**src/rtl/mon_bus_cap_sched.sv**
```systemverilog
// S1D13700 host-bus monitor capture scheduler.
// Syncs host strobes, queues bus cycles, frames them as 2 bytes for the UART.
module mon_bus_cap_sched #(
  parameter int DEPTH = 16,
  parameter int AW    = 4
) (
  input  logic          clk,
  input  logic          rst,
  input  logic          mon_en,
  input  logic          ce_x,
  input  logic          a0,
  input  logic          wr_x,
  input  logic          rd_x,
  input  logic [7:0]    dat,
  output logic          tx_valid,
  output logic [7:0]    tx_data,
  input  logic          tx_ready,
  output logic [AW:0]   fifo_lvl,
  output logic [7:0]    ovf_cnt
);

  typedef enum logic [1:0] {
    IDLE = 2'd0,
    HDR  = 2'd1,
    DAT  = 2'd2
  } state_t;

  // Sync bundle layout: {ce, a0, wr, rd, dat}; idle bus is ce/wr/rd high
  localparam logic [11:0] LP_SYNC_RST = 12'hB00;
  localparam logic [AW:0] LP_FULL     = (AW+1)'(DEPTH);

  logic [11:0]   r_s1;
  logic [11:0]   r_s2;
  logic          r_wr_s3;
  logic          r_rd_s3;
  logic [9:0]    r_mem [DEPTH];
  logic [AW-1:0] r_wp;
  logic [AW-1:0] r_rp;
  logic [AW:0]   r_lvl;
  logic [7:0]    r_ovf;
  logic [9:0]    r_hold;
  state_t        r_st;
  state_t        w_nxt;

  logic          w_wr_rise;
  logic          w_rd_rise;
  logic          w_evt;
  logic          w_full;
  logic          w_push;
  logic          w_pop;
  logic [9:0]    w_rec;

  always_ff @(posedge clk) begin
    if (rst) begin
      r_s1    <= LP_SYNC_RST;
      r_s2    <= LP_SYNC_RST;
      r_wr_s3 <= 1'b1;
      r_rd_s3 <= 1'b1;
    end else begin
      r_s1    <= {ce_x, a0, wr_x, rd_x, dat};
      r_s2    <= r_s1;
      r_wr_s3 <= r_s2[9];
      r_rd_s3 <= r_s2[8];
    end
  end

  assign w_wr_rise = r_s2[9] & ~r_wr_s3;
  assign w_rd_rise = r_s2[8] & ~r_rd_s3;
  assign w_evt     = (w_wr_rise | w_rd_rise) & ~r_s2[11] & mon_en;
  // A simultaneous write edge wins, so rd is set only for a lone read edge
  assign w_rec     = {~w_wr_rise, r_s2[10], r_s2[7:0]};
  assign w_full    = (r_lvl == LP_FULL);
  assign w_push    = w_evt & ~w_full;

  always_ff @(posedge clk) begin
    if (!rst && w_push) begin
      r_mem[r_wp] <= w_rec;
    end
  end

  always_ff @(posedge clk) begin
    if (rst) begin
      r_wp   <= '0;
      r_rp   <= '0;
      r_lvl  <= '0;
      r_ovf  <= 8'h00;
      r_hold <= '0;
    end else begin
      if (w_push) begin
        r_wp <= r_wp + 1'b1;
      end
      if (w_pop) begin
        r_rp   <= r_rp + 1'b1;
        r_hold <= r_mem[r_rp];
      end
      if (w_push && !w_pop) begin
        r_lvl <= r_lvl + 1'b1;
      end else if (!w_push && w_pop) begin
        r_lvl <= r_lvl - 1'b1;
      end
      if (w_evt && w_full && r_ovf != 8'hFF) begin
        r_ovf <= r_ovf + 1'b1;
      end
    end
  end

  always_ff @(posedge clk) begin
    if (rst) begin
      r_st <= IDLE;
    end else begin
      r_st <= w_nxt;
    end
  end

  always_comb begin
    w_nxt    = r_st;
    w_pop    = 1'b0;
    tx_valid = 1'b0;
    tx_data  = 8'h00;
    unique case (r_st)
      IDLE: begin
        if (r_lvl != '0) begin
          w_pop = 1'b1;
          w_nxt = HDR;
        end
      end
      HDR: begin
        tx_valid = 1'b1;
        tx_data  = {4'hA, 2'b00, r_hold[9], r_hold[8]};
        if (tx_ready) begin
          w_nxt = DAT;
        end
      end
      DAT: begin
        tx_valid = 1'b1;
        tx_data  = r_hold[7:0];
        if (tx_ready) begin
          w_nxt = IDLE;
        end
      end
      default: begin
        w_nxt = IDLE;
      end
    endcase
  end

  assign fifo_lvl = r_lvl;
  assign ovf_cnt  = r_ovf;

endmodule

```
**config.mk**
```make
export PLATFORM = sky130hd
export DESIGN_NAME = mon_bus_cap_sched
export DESIGN_NICKNAME = d
export VERILOG_FILES = /design/src/rtl/mon_bus_cap_sched.sv
export SDC_FILE = /design/constraint.sdc
export NUM_CORES = 1
export LEC_CHECK = 0
export CAP_MARGIN = 10
export CORE_MARGIN = 8
export CORE_UTILIZATION = 55
export DETAILED_ROUTE_END_ITERATION = 16
export GPL_TIMING_DRIVEN = 0
export PLACE_DENSITY = 0.73
export SYNTH_ARGS = -nofsm -noshare
export SYNTH_HDL_FRONTEND = slang
export SYNTH_SLANG_ARGS = --single-unit
```
**constraint.sdc**
```tcl
create_clock -name clk -period 3.3 [get_ports clk]
set_input_delay 0.66 -clock clk [delete_from_list [all_inputs] [get_ports clk]]
set_output_delay 0.66 -clock clk [all_outputs]
set_load 0.02 [all_outputs]
```
==> After elaboration in Yosys (flattened, before gate mapping) <==
Memories as Yosys holds them, arrays and structs flattened. A register that Yosys moved wholly into a read port is not among the register bits.
Index checks and enable logic that the tools add are counted.
{ "op_classes": {"n_eq_ne": 7, "order_cmp": 0, "add_sub_neg": 5, "reduce_logical": 13, "n_shift": 0, "mul": 0, "n_mux": 12, "bitwise": 11, "div": 0} }
{ "ops": {"columns": ["op", "count"], "rows": [
  ["one-hot mux 8 bit (2 select lines)", 1],
  ["2-to-1 mux 5 bit", 2],
  ["adder 4 x 1 -> 4 bit, second input constant", 2],
  ["adder 8 x 1 -> 8 bit, second input constant", 1],
  ["!= test 8 bit, second input constant", 1],
  ["2-to-1 mux 2 bit", 3],
  ["!= test 2 bit, second input constant", 3],
  ["one-hot mux 2 bit (3 select lines)", 1],
  ["adder 5 x 1 -> 5 bit, second input constant", 1],
  ["AND 1 bit", 5],
  ["equality test 5 bit, second input constant", 1],
  ["logical AND 1 bit", 5],
  ["2-to-1 mux 1 bit", 5],
  ["NOT 1 bit", 5],
  ["nonzero test 5 bit", 1],
  ["subtractor 5 x 1 -> 5 bit, second input constant", 1],
  ["zero test 1 bit", 3],
  ["AND reduction 3 bit", 1],
  ["equality test 2 x 1 -> 1 bit, second input constant", 1],
  ["equality test 2 bit, second input constant", 1],
  ["zero test 2 bit", 1],
  ["nonzero test 2 bit", 1],
  ["OR reduction 2 bit", 1],
  ["OR 1 bit", 1]
]} }
{ "totals": {"output_inout_bits": 22, "latch_bits": 0, "mem_bits_rw": 160, "n_memories": 1, "register_bits": 49, "elab_cells": 58, "mem_bits_ro": 0} }
{ "mem_list": {"columns": ["memory", "words", "word_bits", "read_ports", "rd_ports_with_merged_regs", "wr", "line", "source"], "rows": [
  ["r_mem", 16, 10, 1, 1, 1, "36", "logic [9:0] r_mem [DEPTH];"]
]} }

==> Depth between registers and ports, before layout <==
{ "logic_depth": {"depth_word": 10, "depth_mapped": 12} }

==> Least setup slack after synthesis <==
OpenSTA, ideal clock, no wires.
{ "synth_timing": {"path_type": "register to register", "from": "register r_lvl[0], in the netlist fifo_lvl[0]", "to": "register r_lvl[4], in the netlist fifo_lvl[4]", "path_stages_with_launch": 11, "period_less_slack_ps": 3043, "arrival_time_ps": 2922, "setup_time_ps": 121, "slack_ps": 257, "n_path_buf": 0, "cell_sequence": "dfxtp_1 -> or4_4 -> nor2_1 -> nor2_1 -> ha_1 -> inv_1 -> ha_1 -> a21o_1 -> a21oi_1 -> mux2i_1 -> mux2_2"} }
{ "synth_between": {"elab_chain_len": 6, "word_cells_on_any_way": 15} }
{ "synth_lines": {"columns": ["element", "line", "source"], "rows": [
  ["start, declared", "39", "logic [AW:0] r_lvl;"],
  ["start signal, assigned", "97", "r_lvl <= r_lvl + 1'b1;"],
  ["start signal, assigned", "99", "r_lvl <= r_lvl - 1'b1;"],
  ["equality test 5 bit *", "72", "assign w_full = (r_lvl == LP_FULL);"],
  ["NOT 1 bit *", "73", "assign w_push = w_evt & ~w_full;"],
  ["AND 1 bit *", "73", null],
  ["named net w_push", "49", "logic w_push;"],
  ["zero test 1 bit", "98", "end else if (!w_push && w_pop) begin"],
  ["logical AND 1 bit", "98", null],
  ["nonzero test 2 bit (no line)", null, null]
]} }
The timed path passes the listed nets; every way through them passes the cells marked *. The select of a mux whose other input is x is not followed.
A chain may end at the register's enable or synchronous reset.

==> Worst setup path in the final report <==
{ "layout_timing": {"from": "register r_st[0]", "to": "output port tx_data[5]"} }
{ "layout_between": {"elab_chain_len": 2, "word_cells_on_any_way": 3} }
{ "layout_lines": {"columns": ["element", "line", "source"], "rows": [
  ["start, declared", "42", "state_t r_st;"],
  ["start signal, assigned", "111", "r_st <= w_nxt;"],
  ["equality test 2 bit or equality test 2 x 1 -> 1 bit (tied branches)", "120", "unique case (r_st)"],
  ["one-hot mux 8 bit (2 select lines) *", "120", null],
  ["end, declared", "16", "output logic [7:0] tx_data,"]
]} }
Every way passes the cells marked *; elsewhere a longest branch is shown, timed or not.

==> qor.csv <==
metric,value,unit
Worst setup SP type,register,
full die area,19940,µm²
M3 GR Usage,2.768,%
Final setup violation count,0,
DPL Wire Length,12010,µm
Power Total,7.073,mW
Syn Area/Cell,15.37,µm²
Post-synth EDFFs,160,
final slew viol count,0,
crit path buf inv count,3,
post-synthesis async set-or-reset flop share,0,%
clk sinks,219,
first-pass iteration count of the detailed router,4,
initial antenna violation count,0,
Highest Clock Rate,0.3255,GHz
first-pass GRT wire length,27790,µm
RSZ-0062 raised after global routing,false,
"most common cell after layout, fill and taps aside",edfxtp_1,
Setup CP Type,reg2out,
WL final,18160,µm
Worst-path clk slew,0.06,ns
leakage power,3.112,nW
GR Util met1,24.20,%
routability cong.,0.8336,
crit path cell chain,inv_1 -> ha_1 -> clkbuf_1 -> a21oi_1 -> nor2b_1 -> clkdlybuf4s50_1,
maxcap violations,0,
r2r endpoint,fifo_lvl[4],
diode count,0,
CP required,2.64,ns
Worst Hold Path EP,r_s2[9],
die width,141.2,µm
Syn Inst Count,561,
Skew-Pair Late Insertion Delay,0.50,ns
CP arrival,2.41,ns
run status,"finished, final reports clean",
P per Cell Area,709.0,nW/µm²
CP Capture Type,primary output,
Synthesis Warnings,0,
flop-to-flop setup slack,0.23,ns
post-synth cell types,50,
FP Rows,45,
worst setup margin,0.2277,ns
I/O pin cnt,38,
average wire per standard cell,21.39,µm
Vias,4933,
total CTS buffers,22,
fraction of layout cells with a size suffix above 1,12.70,%
clock buffer depth,3,
multi-input logic area,2485,µm²
area post-placement,9249,µm²
core area,15260,µm²
clock skew,0.01401,ns
Synth Flop Type,edfxtp_1,
min-delay worst type,reg2reg,
# H-tree levels,1,
synthesized cell area,8625,µm²
die height,141.2,µm
R2R depth,11,
Iter 0 DRT Violations,370,
Reg2Reg Launch Point,fifo_lvl[0],
Peak supply drop,0.4772,mV
fin crit share,93.10,%
relative slew slack,22.62,%
Total GRT Usage,18.19,%
min cycle time layout,3.072,ns
CTS tree,built,
DR DRC count,0,
"slowest stage delay, CP",0.66,ns
sequential share of the synthesized area,69.40,%
CP max stage cell,clkdlybuf4s50_1,
"Area growth, synth to finish",15.67,%
Initial Utilization,56.52,%
worst slack at placement,-0.4430,ns
grt peak-use layer,met2,
"antenna viol nets, final",0,
# port buffers,36,
grt met2 use,29.63,%
vias per std cell,5.810,
sequential cell area,5986,µm²
Post-Layout Inst Area,9976,µm²
"commonest non-fill, non-tap cells in the layout","edfxtp_1 (160), dfxtp_1 (59), mux2i_1 (43)",
Least-Margin Pin Slew,1.158,ns
final hold violations,0,
worst hold path startpoint,r_s1[9],
largest net degree at the start of global routing,19,
Root Driver,clkbuf_16,
Fillers,1071,
grt ovf,0,
vias in the first global route,4937,
CP max FO,9,
syn_nets,591,
Synth Register Bits,219,
Nets,652,
top cell family by delay on the critical path,buffers and inverters,
worst hold stages,1,
==> routing by layer <==
metal	share of wire (%)	vias up	wire length [µm]
li1	-	2280	-
met1	45	2472	8109
met2	48	137	8660
met3	4.6	44	841
met4	3.0	0	548
met5	0	-	0
==> flip-flops by register name, indices dropped and copies added, names as in the netlist <==
register  cells
r_rd_s3       1
r_s1         12
r_wr_s3       1
r_wp          4
ovf_cnt       8
r_st          2
r_rp          4
r_hold       10
fifo_lvl      5
r_s2         12
r_mem       160
==> report_power, final <==
part	internal (mW)	switching (mW)	total, mW
Combinational	0.628	0.857	1.48
Sequential	3.05	0.118	3.17
Clock	1.43	0.992	2.42
Total	5.11	1.97	7.07
==> repair_timing <==
action,CTS,global route
pin swaps,1,1
buffers inserted,0,1
resized for setup,0,6
endpoints found under the setup margin,1,1
hold buffers,0,0
==> cell type report <==
class | count | area share, %
tap | 211 | 2.646
clock buffer | 27 | 5.920
sequential | 219 | 60.00
clock inverter | 13 | 1.154
multi-input combinational | 301 | 24.91
buffer | 29 | 1.229
timing repair buffer | 37 | 3.687
inverter | 12 | 0.4515
==> how the worst max path moves through the flow <==
stage	start	endpoint	slack, ns	cells after the start
floorplan	fifo_lvl[0]	fifo_lvl[4]	0.26	10
global placement	mon_en	fifo_lvl[4]	-0.41	11
detailed placement	mon_en	fifo_lvl[4]	-0.44	11
CTS	fifo_lvl[1]	fifo_lvl[4]	0.03	11
global route	fifo_lvl[0]	fifo_lvl[4]	0.02	11
finish	r_st[0]	tx_data[5]	0.23	6
==> worst register-to-register path, stage by stage, from the launching register on <==
cell and delay (ns):
dfxtp_1 0.40, nor4_4 0.39, a21boi_2 0.14, inv_1 0.11, buf_2 0.26, ha_1 0.22
inv_1 0.12, fa_1 0.42, a21o_1 0.17, a21oi_1 0.17, mux2i_1 0.23, mux2_2 0.35
==> synth_stat cells, drive strengths merged, types with 3 or more instances <==
cell type / count / area (µm²)
xor2: 4 / 35.03
nor2: 28 / 105.1
a211oi: 20 / 150.1
or2: 8 / 50.05
o21ai: 5 / 25.02
nand2: 5 / 18.77
a21oi: 29 / 145.1
clkbuf: 16 / 60.06
ha: 13 / 162.7
and2: 4 / 25.02
nor2b: 35 / 219.0
dfxtp: 59 / 1181
or4: 7 / 56.30
inv: 12 / 45.04
o31ai: 6 / 45.04
and4: 3 / 26.28
mux2i: 43 / 430.4
mux4: 20 / 450.4
edfxtp: 160 / 4805
buf: 13 / 62.56
o22ai: 20 / 125.1
and3: 6 / 37.54
nand3: 13 / 65.06
==> metrics by stage <==
stage	TNS [ns]	hold WS (ns)	std cells	util [%]
floorplan	0	0.3895	561	-
global placement	-0.4121	0.3922	808	60.61
detailed placement	-0.4636	0.3963	808	60.61
CTS	0	0.4099	848	65.24
global route	0	0.4207	849	65.38
finish	0	0.4086	849	65.38
==> logic make-up after synthesis <==
kind of cell / share of synthesized area (%)
adder cells (fa/ha/maj): 2.118
buffers and inverters: 1.944
flip-flops: 69.40
XOR/XNOR: 0.6093
AO/OA/AOI/OAI: 7.399
AND/OR/NAND/NOR: 8.182
multiplexers: 10.34
Note: power is estimated with default switching activity, not from simulation.
